### src/rtl/stream_arb_mux2_pkg.sv
`default_nettype none
// ============================================================================
//  Module   : stream_arb_mux2_pkg
//  Purpose  : Shared types and constants for the two-stream arbiter and the
//             downstream 2:1 mux datapath that consumes its select.
//  Contents : arb_state_e  - arbiter state (IDLE / LOCK0 / LOCK1), 2-bit
//             SEL_CH0/1    - select encoding shared with the downstream mux
//  Revision : 1.0 - initial release
// ============================================================================
package stream_arb_mux2_pkg;

    typedef enum logic [1:0] {
        ST_IDLE  = 2'd0,
        ST_LOCK0 = 2'd1,
        ST_LOCK1 = 2'd2
    } arb_state_e;

    localparam logic SEL_CH0 = 1'b0;
    localparam logic SEL_CH1 = 1'b1;

endpackage : stream_arb_mux2_pkg
`default_nettype wire

### src/rtl/stream_arb_mux2_arb_rr2.sv
`default_nettype none
// ============================================================================
//  Module   : stream_arb_mux2_arb_rr2
//  Purpose  : Packet-locked round-robin arbiter for two valid/ready streams.
//             Holds the lock state and tie-break priority, generates the
//             per-channel readies and a transfer strobe with the granted
//             channel and its last flag.
//  Ports    : clk, rst            - clock, async active-high reset
//             i_in0/1_valid       - channel beat valid
//             i_in0/1_last        - channel final beat of packet
//             i_load_en           - output register can take a beat
//             o_in0/1_ready       - channel beat accepted when valid
//             o_xfer              - a beat transfers on this edge
//             o_grant             - channel of that beat
//             o_xfer_last         - last flag of that beat
//  Revision : 1.0 - initial release
// ============================================================================
module stream_arb_mux2_arb_rr2
    import stream_arb_mux2_pkg::*;
(
    input  logic clk,
    input  logic rst,
    input  logic i_in0_valid,
    input  logic i_in0_last,
    input  logic i_in1_valid,
    input  logic i_in1_last,
    input  logic i_load_en,
    output logic o_in0_ready,
    output logic o_in1_ready,
    output logic o_xfer,
    output logic o_grant,
    output logic o_xfer_last
);

    arb_state_e r_state;
    logic       r_prio;

    logic w_rdy0;
    logic w_rdy1;
    logic w_xfer0;
    logic w_xfer1;

    // A channel's ready never looks at its own valid: in IDLE it only
    // depends on whether the competitor is asking and who holds priority.
    // With neither channel valid both readies may be high; nothing moves.
    always_comb begin
        w_rdy0 = 1'b0;
        w_rdy1 = 1'b0;
        case (r_state)
            ST_IDLE: begin
                w_rdy0 = !i_in1_valid || (r_prio == SEL_CH0);
                w_rdy1 = !i_in0_valid || (r_prio == SEL_CH1);
            end
            ST_LOCK0: w_rdy0 = 1'b1;
            ST_LOCK1: w_rdy1 = 1'b1;
            default: begin
                w_rdy0 = 1'b0;
                w_rdy1 = 1'b0;
            end
        endcase
    end

    assign o_in0_ready = w_rdy0 & i_load_en & ~rst;
    assign o_in1_ready = w_rdy1 & i_load_en & ~rst;

    assign w_xfer0     = i_in0_valid & o_in0_ready;
    assign w_xfer1     = i_in1_valid & o_in1_ready;
    assign o_xfer      = w_xfer0 | w_xfer1;
    assign o_grant     = w_xfer1 ? SEL_CH1 : SEL_CH0;
    assign o_xfer_last = w_xfer1 ? i_in1_last : i_in0_last;

    always_ff @(posedge clk or posedge rst) begin
        if (rst) begin
            r_state <= ST_IDLE;
            r_prio  <= SEL_CH0;
        end else if (o_xfer) begin
            if (o_xfer_last) begin
                r_state <= ST_IDLE;
                r_prio  <= ~o_grant;
            end else begin
                r_state <= (o_grant == SEL_CH1) ? ST_LOCK1 : ST_LOCK0;
            end
        end else if (!(r_state inside {ST_IDLE, ST_LOCK0, ST_LOCK1})) begin
            // Unreachable encoding: recover rather than deadlock both readies.
            r_state <= ST_IDLE;
        end
    end

endmodule : stream_arb_mux2_arb_rr2
`default_nettype wire

### src/rtl/stream_arb_mux2.sv
`default_nettype none
// ============================================================================
//  Module   : stream_arb_mux2
//  Purpose  : Arbitrates two valid/ready packet streams onto one registered
//             output using packet-locked round-robin. The chosen beat is
//             registered together with its select so data, last and select
//             stay aligned downstream. Wrapping per-channel completed-packet
//             counters are kept for debug.
//  Ports    : clk, rst                          - clock, async high reset
//             in0_valid/ready/data/last         - channel 0 stream
//             in1_valid/ready/data/last         - channel 1 stream
//             out_valid/ready/data/last/select  - registered output stream
//             pkt_cnt0, pkt_cnt1                - completed packet counts
//  Revision : 1.0 - initial release
// ============================================================================
module stream_arb_mux2
    import stream_arb_mux2_pkg::*;
#(
    parameter int DATA_W = 8,
    parameter int CNT_W  = 8
) (
    input  logic              clk,
    input  logic              rst,
    input  logic              in0_valid,
    output logic              in0_ready,
    input  logic [DATA_W-1:0] in0_data,
    input  logic              in0_last,
    input  logic              in1_valid,
    output logic              in1_ready,
    input  logic [DATA_W-1:0] in1_data,
    input  logic              in1_last,
    output logic              out_valid,
    input  logic              out_ready,
    output logic [DATA_W-1:0] out_data,
    output logic              out_last,
    output logic              out_select,
    output logic [CNT_W-1:0]  pkt_cnt0,
    output logic [CNT_W-1:0]  pkt_cnt1
);

    localparam logic [CNT_W-1:0] c_CNT_ONE = {{(CNT_W-1){1'b0}}, 1'b1};

    logic              w_load_en;
    logic              w_xfer;
    logic              w_grant;
    logic              w_last;
    logic [DATA_W-1:0] w_data;

    logic              r_out_valid;
    logic [DATA_W-1:0] r_out_data;
    logic              r_out_last;
    logic              r_out_select;
    logic [CNT_W-1:0]  r_cnt0;
    logic [CNT_W-1:0]  r_cnt1;

    // Single output register: it can load when empty or being drained.
    assign w_load_en = !r_out_valid || out_ready;

    stream_arb_mux2_arb_rr2 u_arb (
        .clk         (clk),
        .rst         (rst),
        .i_in0_valid (in0_valid),
        .i_in0_last  (in0_last),
        .i_in1_valid (in1_valid),
        .i_in1_last  (in1_last),
        .i_load_en   (w_load_en),
        .o_in0_ready (in0_ready),
        .o_in1_ready (in1_ready),
        .o_xfer      (w_xfer),
        .o_grant     (w_grant),
        .o_xfer_last (w_last)
    );

    assign w_data = (w_grant == SEL_CH1) ? in1_data : in0_data;

    always_ff @(posedge clk or posedge rst) begin
        if (rst) begin
            r_out_valid  <= 1'b0;
            r_out_data   <= '0;
            r_out_last   <= 1'b0;
            r_out_select <= SEL_CH0;
        end else if (w_xfer) begin
            r_out_valid  <= 1'b1;
            r_out_data   <= w_data;
            r_out_last   <= w_last;
            r_out_select <= w_grant;
        end else if (w_load_en) begin
            r_out_valid  <= 1'b0;
        end
    end

    always_ff @(posedge clk or posedge rst) begin
        if (rst) begin
            r_cnt0 <= '0;
            r_cnt1 <= '0;
        end else if (w_xfer && w_last) begin
            if (w_grant == SEL_CH1) begin
                r_cnt1 <= r_cnt1 + c_CNT_ONE;
            end else begin
                r_cnt0 <= r_cnt0 + c_CNT_ONE;
            end
        end
    end

    assign out_valid  = r_out_valid;
    assign out_data   = r_out_data;
    assign out_last   = r_out_last;
    assign out_select = r_out_select;
    assign pkt_cnt0   = r_cnt0;
    assign pkt_cnt1   = r_cnt1;

endmodule : stream_arb_mux2
`default_nettype wire
### config.mk
export PLATFORM = sky130hd
export DESIGN_NAME = stream_arb_mux2
export DESIGN_NICKNAME = d
export VERILOG_FILES = /design/src/rtl/stream_arb_mux2_pkg.sv /design/src/rtl/stream_arb_mux2_arb_rr2.sv /design/src/rtl/stream_arb_mux2.sv
export SDC_FILE = /design/constraint.sdc
export NUM_CORES = 1
export LEC_CHECK = 0
export BUFFER_PORTS_ARGS = -buffer_cell sky130_fd_sc_hd__buf_2
export CORE_MARGIN = 2
export CORE_UTILIZATION = 44
export DETAILED_ROUTE_END_ITERATION = 8
export PLACE_DENSITY_LB_ADDON = 0.15
export SLEW_MARGIN = 20
export SYNTH_ARGS = -nofsm -noshare
export SYNTH_HDL_FRONTEND = slang
export SYNTH_HIERARCHICAL = 1
export SYNTH_SLANG_ARGS = --single-unit
### constraint.sdc
create_clock -name clk -period 1.8 [get_ports clk]
set_input_delay 0.09 -clock clk [delete_from_list [all_inputs] [get_ports clk]]
set_output_delay 0.09 -clock clk [all_outputs]
set_load 0.02 [all_outputs]
==> impl_metrics.csv, run 1 <==
group,metric,value,unit
status,status,"finished, final reports clean",
power,leakage,1.01,nW
power,power_frac_clock,17.3,%
synth,yosys_warnings,6,
synth,synth_top_cells_by_count,"30 x dfrtp_1, 14 x nor2_1, 12 x a21oi_1, 11 x nand2_1, 11 x xor2_1",
global_routing,grt_pass1_vias,1142,
clocking,cts_buffers,5,
synth,syn_area,1430,sq um
setup_path,r2r-end,"pkt_cnt0[1]",
detailed_routing,vias,1167,
synth,synth_edf_count,0,
floorplan,num_rows,20,
clocking,cts_buffer_depth,2,
layout,nNetsFinal,224,
placed_design,place.gp.congestion,0.828,
synth,ys_ff_latch,30,
synth,syn_inst,128,
floorplan,core,3080,sq um
setup_path,rr_startpoint,"out_valid",
min_path,hold_end,"out_data[0]",
timing,relSlewSlack,76.3,%
detailed_routing,drt-total-wl,2.95,mm
layout,antenna_cells,0,
layout,fill_cells,278,
timing,worst_slack,43.1,ps
power,power.total,2.33,mW
layout,area_growth,37.8,%
detailed_routing,drcViolationCount,0,
power,peakVddDrop,0.679,mV
synth,netlist.area_leader.share,52.7,%
synth,ys_top_cells_by_area,"dfrtp_1 53%, xor2_1 6.8%, mux2i_1 5.6%, a21oi_1 4.2%, nor2_1 3.7%",
timing,fin_worst_skew,4.57,ps
timing,setup_viol,0,
synth,synth_cell_type_count,27,
synth,synthArstFlopShare,100,%
detailed_routing,postRouteAntennaNets,0,
timing,whs,65.0,ps
timing,min_period,1760,ps
setup_path,cp.required,2010,ps
power,internal_power,1.44,mW
placed_design,pre_cts_slack,-65.8,ps
synth,synth_most_common_cell,"dfrtp_1",
floorplan,num_io_pins,52,
min_path,hold_path_class,"primary input to flop",
power,p_sw,898,uW
clocking,cts_tree,"built",
global_routing,grt-ovfl-total,0,
floorplan,dieArea,3710,sq um
setup_path,arrival,1970,ps
clocking,htree_levels,2,
detailed_routing,first_pass_iters,4,
setup_path,crit_path_start,"out_valid",
detailed_routing,routed_via_density,4.78,
clocking,cts-root-buf,"clkbuf_4",
global_routing,grt.total_usage,18.3,%
timing,final.period_utilization,97.6,%
global_routing,grt_max_degree,27,
setup_path,r2r_setup_slack,40,ps
floorplan,initial_core_util,46.3,%
synth,ys.flop_type,"dfrtp_1",
synth,yosysSeqAreaShare,52.7,%
detailed_routing,drt-wirelength-per-cell,12.1,um
setup_path,ff2ff_path_depth,6,
setup_path,crit_fanout,6,
timing,fmax,569,MHz
power,swShare,38.5,%
floorplan,dieWidth,60.9,um
power,seq_power_share,42.9,%
setup_path,startpoint_type,"flop",
min_path,hold_start,"in0_data[0]",
placed_design,portBuffers,51,
synth,synth_nets,153,
timing,tightestPinTransition,356,ps
detailed_routing,detail_route.iter0.violations,43,
timing,slew_violations,0,
global_routing,grt_pass1_wl,4.86,mm
clocking,clk_pin_slew,90,ps
synth,avgSynthCellArea,11.1,sq um
clocking,worstSkewPairLatency,310,ps
clocking,cts.sinks,30,
job,maxCapViolCount,0,
layout,drive_above_1_share,46.0,%
min_path,hold_depth,3,
synth,synth_top_area_cell,"dfrtp_1",
placed_design,post-dp-hpwl,2.17,mm
power,combinationalPowerShare,39.8,%
global_routing,grt_antenna_before_repair,0,
setup_path,path_class,"flop to flop",
timing,rsz0062_at_grt,"true",
floorplan,die_h,60.9,um
timing,final_hold_viol_count,0,
setup_path,end_kind,"flop",
layout,finish.utilization,63.8,%
power,powerDensity,1190,nW/um^2
## worst max-delay path, cell delays in order, from the launching register on
cell	delay, ps
dfrtp_2	430
nand2b_4	80
nand2b_4	70
nor3_4	230
mux2_4	360
and3b_1	210
mux2_2	270
## logic make-up (layout without fill, tap and decap cells)
kind of cell,Yosys count,count (layout),synth area share [%]
muxes,13,13,9.83
AOI/OAI and AO/OA,15,15,6.06
adders and majority gates,2,2,1.76
buffers and inverters,6,78,1.76
DFF,30,30,52.7
and+or+nand+nor,48,48,19.3
xor gates and xnor gates,14,14,8.60
## how the worst max path moves through the flow
stage,end,slack (ps)
2_1_floorplan,pkt_cnt0[1],-40
3_3_place_gp,pkt_cnt0[1],50
3_5_place_dp,pkt_cnt1[5],-70
4_1_cts,pkt_cnt1[3],-2
5_1_grt,pkt_cnt1[1],-20
6_report,pkt_cnt0[1],40
## power groups by stage
stage / Sequential, mW / Combinational, mW / Clock (mW)
2_1_floorplan: 1.21 / 0.367 / 0
3_3_place_gp: 1.01 / 0.867 / 0
3_5_place_dp: 1.02 / 0.890 / 0
4_1_cts: 1.00 / 0.936 / 0.421
5_1_grt: 1.03 / 1.03 / 0.464
6_report: 1.00 / 0.928 / 0.405
## sequential cells by signal (all words and copies together), names as in the netlist
register	flops
out_data	8
pkt_cnt0	8
pkt_cnt1	8
u_arb/r_state	2
out_last	1
out_select	1
out_valid	1
u_arb/r_prio	1
## cell usage in the layout, fill, tap and decap left out, types with 2 or more instances in the layout
cell / n
mux2_2: 4
nor3_2: 5
nand4_1: 3
ha_1: 2
nand2b_4: 2
dlygate4sd3_1: 3
nand2b_1: 3
nor2_1: 12
nand2_1: 11
inv_1: 3
buf_4: 12
buf_2: 51
nand3_1: 2
xor2_1: 11
clkbuf_4: 5
dfrtp_1: 29
a21oi_1: 11
xnor2_1: 3
mux2i_1: 8
nor2_2: 2
## through the flow
stage	cells	instance area, sq um	setup TNS [ps]
floorplan	128	1430	-75.4
global placement	229	1790	0
detailed placement	229	1790	-90.2
CTS	243	1940	-1.54
global route	244	1960	-53.4
finish	244	1960	0
## layout make-up
| cell class | count | area (sq um) | area share, % |
|---|---|---|---|
| multi-input combinational | 92 | 698 | 35.6 |
| timing repair buffer | 67 | 387 | 19.7 |
| clock inverter | 1 | 5.00 | 0.255 |
| inverter | 3 | 11.3 | 0.574 |
| clock buffer | 7 | 55.1 | 2.80 |
| tap | 44 | 55.1 | 2.80 |
| sequential | 30 | 752 | 38.3 |
## per-layer routing
metal	share of wire (%)	routed length, um	global-route usage, %
met1	42	1250	21.5
met2	52	1530	30.1
met3	4.9	146	7.25
met4	0.85	25	7.14
met5	0	0	0
## what timing repair did
item,CTS,global route
hold buffers,3,0
buffers inserted,3,1
endpoints found under the hold margin,32,0
setup endpoints to repair,4,9
gates resized for setup,5,5
pin swaps,5,1
Power figures use the tool's default switching activity.
==> inputs of run 2 (changes only) <==
--- a/config.mk
+++ b/config.mk
@@ -5,9 +5,10 @@
 export SDC_FILE = /design/constraint.sdc
 export NUM_CORES = 1
 export LEC_CHECK = 0
+export ABC_AREA = 1
 export BUFFER_PORTS_ARGS = -buffer_cell sky130_fd_sc_hd__buf_2
 export CORE_MARGIN = 2
-export CORE_UTILIZATION = 44
+export CORE_UTILIZATION = 45
 export DETAILED_ROUTE_END_ITERATION = 8
 export PLACE_DENSITY_LB_ADDON = 0.15
 export SLEW_MARGIN = 20
==> run 2 against run 1 <==
Compared with the run above: design area increased by 2.2%; sequential power rose by 9%; largest power group is now combinational cells; synthesized cell count grew 52%; final cell count grew 24%; routed wire length rose by 11%; flip-flop and latch count unchanged; maximum frequency increased by 5.1%; largest cell class unchanged; area after synthesis rose by 11%; clock power up 4%; clock-buffer cell count stayed put; total power is 16% higher.
==> impl_metrics.csv, run 2 <==
group,metric,value,unit
floorplan,core,3360,sq um
global_routing,grt-ovfl-total,0,
detailed_routing,first_pass_iters,4,
synth,synth_nets,219,
placed_design,post-dp-hpwl,2.41,mm
clocking,cts.sinks,30,
layout,nNetsFinal,280,
synth,yosysSeqAreaShare,47.4,%
floorplan,initial_core_util,47.1,%
min_path,hold_path_class,"primary input to flop",
synth,syn_inst,194,
placed_design,place.gp.congestion,0.762,
floorplan,die_h,63.3,um
timing,setup_viol,0,
setup_path,cp.required,2030,ps
setup_path,end_kind,"flop",
status,status,"finished, final reports clean",
detailed_routing,postRouteAntennaNets,0,
setup_path,path_cells,"dlygate4sd3_1 > buf_2 > inv_2 > nand2_2 > nor2_4 > nand4_1 > nand2_2 > nand3_2 > nor2_2 > nand3_1 > nand2_1 > inv_1",
detailed_routing,detail_route.iter0.violations,81,
global_routing,grt_pass1_vias,1320,
detailed_routing,drcViolationCount,0,
synth,synth_top_cells_by_count,"47 x nand2_1, 30 x dfrtp_1, 26 x inv_1, 18 x nand3_1, 18 x nor2_1",
synth,syn_area,1580,sq um
setup_path,cpPeakStageDelay,530,ps
global_routing,grt.total_usage,18.5,%
timing,min_period,1670,ps
layout,antenna_cells,0,
timing,rsz0062_at_grt,"true",
synth,netlist.area_leader.share,47.4,%
clocking,cts_buffer_depth,2,
synth,avgSynthCellArea,8.17,sq um
placed_design,portBuffers,51,
global_routing,grt_max_degree,28,
layout,finish.utilization,59.6,%
clocking,cts_buffers,5,
setup_path,cp_top_family,"simple AND/OR/NAND/NOR gates",
power,leakage,1.11,nW
floorplan,dieWidth,63.3,um
synth,ys.flop_type,"dfrtp_1",
synth,ys_top_cells_by_area,"dfrtp_1 47%, nand2_1 11%, inv_1 6.2%, nand3_1 5.7%, o21ai_0 5.4%",
power,powerDensity,1350,nW/um^2
synth,synth_most_common_cell,"nand2_1",
timing,fin_worst_skew,8.56,ps
clocking,htree_levels,2,
clocking,worstSkewPairLatency,320,ps
floorplan,num_rows,21,
synth,synthArstFlopShare,100,%
power,peakVddDrop,0.684,mV
timing,final_hold_viol_count,0,
synth,ys_ff_latch,30,
global_routing,grt_pass1_wl,5.85,mm
clocking,cts-root-buf,"clkbuf_4",
setup_path,arrival,1900,ps
layout,area_growth,26.6,%
setup_path,crit_buf_inv,4,
job,maxCapViolCount,0,
synth,synth_edf_count,0,
global_routing,grt_antenna_before_repair,0,
setup_path,crit_fanout,5,
detailed_routing,routed_via_density,4.56,
synth,synth_top_area_cell,"dfrtp_1",
layout,drive_above_1_share,33.2,%
floorplan,num_io_pins,52,
timing,final.period_utilization,92.9,%
layout,final_cell_mix,"51 x buf_2, 47 x nand2_1, 30 x dfrtp_1",
setup_path,crit_top_cell,"nand2_2",
detailed_routing,drt-total-wl,3.28,mm
timing,tightestPinTransition,353,ps
setup_path,slowest_stage,"dlygate4sd3_1",
timing,slew_violations,0,
detailed_routing,vias,1376,
synth,synth_cell_type_count,22,
timing,fmax,598,MHz
clocking,cts_tree,"built",
synth,yosys_warnings,6,
setup_path,path_class,"primary input to flop",
power,power.total,2.71,mW
floorplan,dieArea,4010,sq um
setup_path,startpoint_type,"primary input",
layout,final_common_cell,"buf_2",
detailed_routing,drt-wirelength-per-cell,10.9,um
timing,relSlewSlack,76.4,%
clocking,clk_pin_slew,100,ps
-- run 2: layer usage --
| metal | GRT usage (%) | share of wire, % | vias up |
|---|---|---|---|
| met4 | 5.71 | 1.3 | 0 |
| li1 | - | - | 726 |
| met3 | 5.71 | 6.4 | 5 |
| met2 | 27.5 | 44 | 37 |
| met5 | 0 | 0 | - |
| met1 | 25.9 | 49 | 608 |
-- run 2: power breakdown --
group,internal (mW),switching [mW]
registers,0.906,0.186
clock network,0.189,0.232
logic,0.415,0.780
-- run 2: area by class of cell --
class	instances	area (sq um)
Fill cell	341	1360
Clock inverter	1	5.00
Multi-Input combinational cell	132	718
Inverter	28	109
Sequential cell	30	751
Timing Repair Buffer	58	310
Tap cell	46	57.6
Clock buffer	7	55.1
-- run 2: logic make-up (layout without fill, tap and decap cells) --
| group | after synthesis | after routing | share of synthesized area (%) |
|---|---|---|---|
| and+or+nand+nor | 105 | 105 | 33.0 |
| buffers and inverters | 32 | 94 | 8.21 |
| DFF | 30 | 30 | 47.4 |
| AOI/OAI and AO/OA | 17 | 17 | 5.37 |
| xor gates and xnor gates | 8 | 8 | 4.42 |
| adders and majority gates | 2 | 2 | 1.58 |
-- run 2: timing repair --
action	4_1_cts	5_1_grt
buffers inserted	0	1
hold endpoints to repair	30	0
gates resized for setup	0	6
endpoints found under the setup margin	0	8
hold buffers	1	0
-- run 2: tightest hold or removal path, stage by stage --
cell and delay, ps:
buf_2 70, nor2_1 30, o21ai_0 130
-- run 2: final timing paths --
path | from | to | slack, ps | depth (start not counted)
setup / recovery | rst | pkt_cnt1[6] | 130 | 12
hold / removal | in1_data[4] | out_data[4] | 40 | 3
setup reg to reg | u_arb/r_state[1] | pkt_cnt1[6] | 130 | 10
hold reg to reg | out_last | out_last | 480 | 2
max in group asynchronous | rst | out_data[4] | 1150 | 4
min in group asynchronous | rst | u_arb/r_state[0] | 180 | 3
-- run 2: through the flow --
stage	worst slack [ps]	cell area (sq um)	TNS [ps]	hold WS (ps)	instances
6_report	128	2010	0	43.2	302
4_1_cts	82.1	1980	0	35.1	301
3_3_place_gp	159	1910	0	-22.3	292
5_1_grt	-16.9	2010	-28.2	45.4	302
3_5_place_dp	117	1910	0	-22.1	292
2_1_floorplan	73.9	1580	0	-164	194
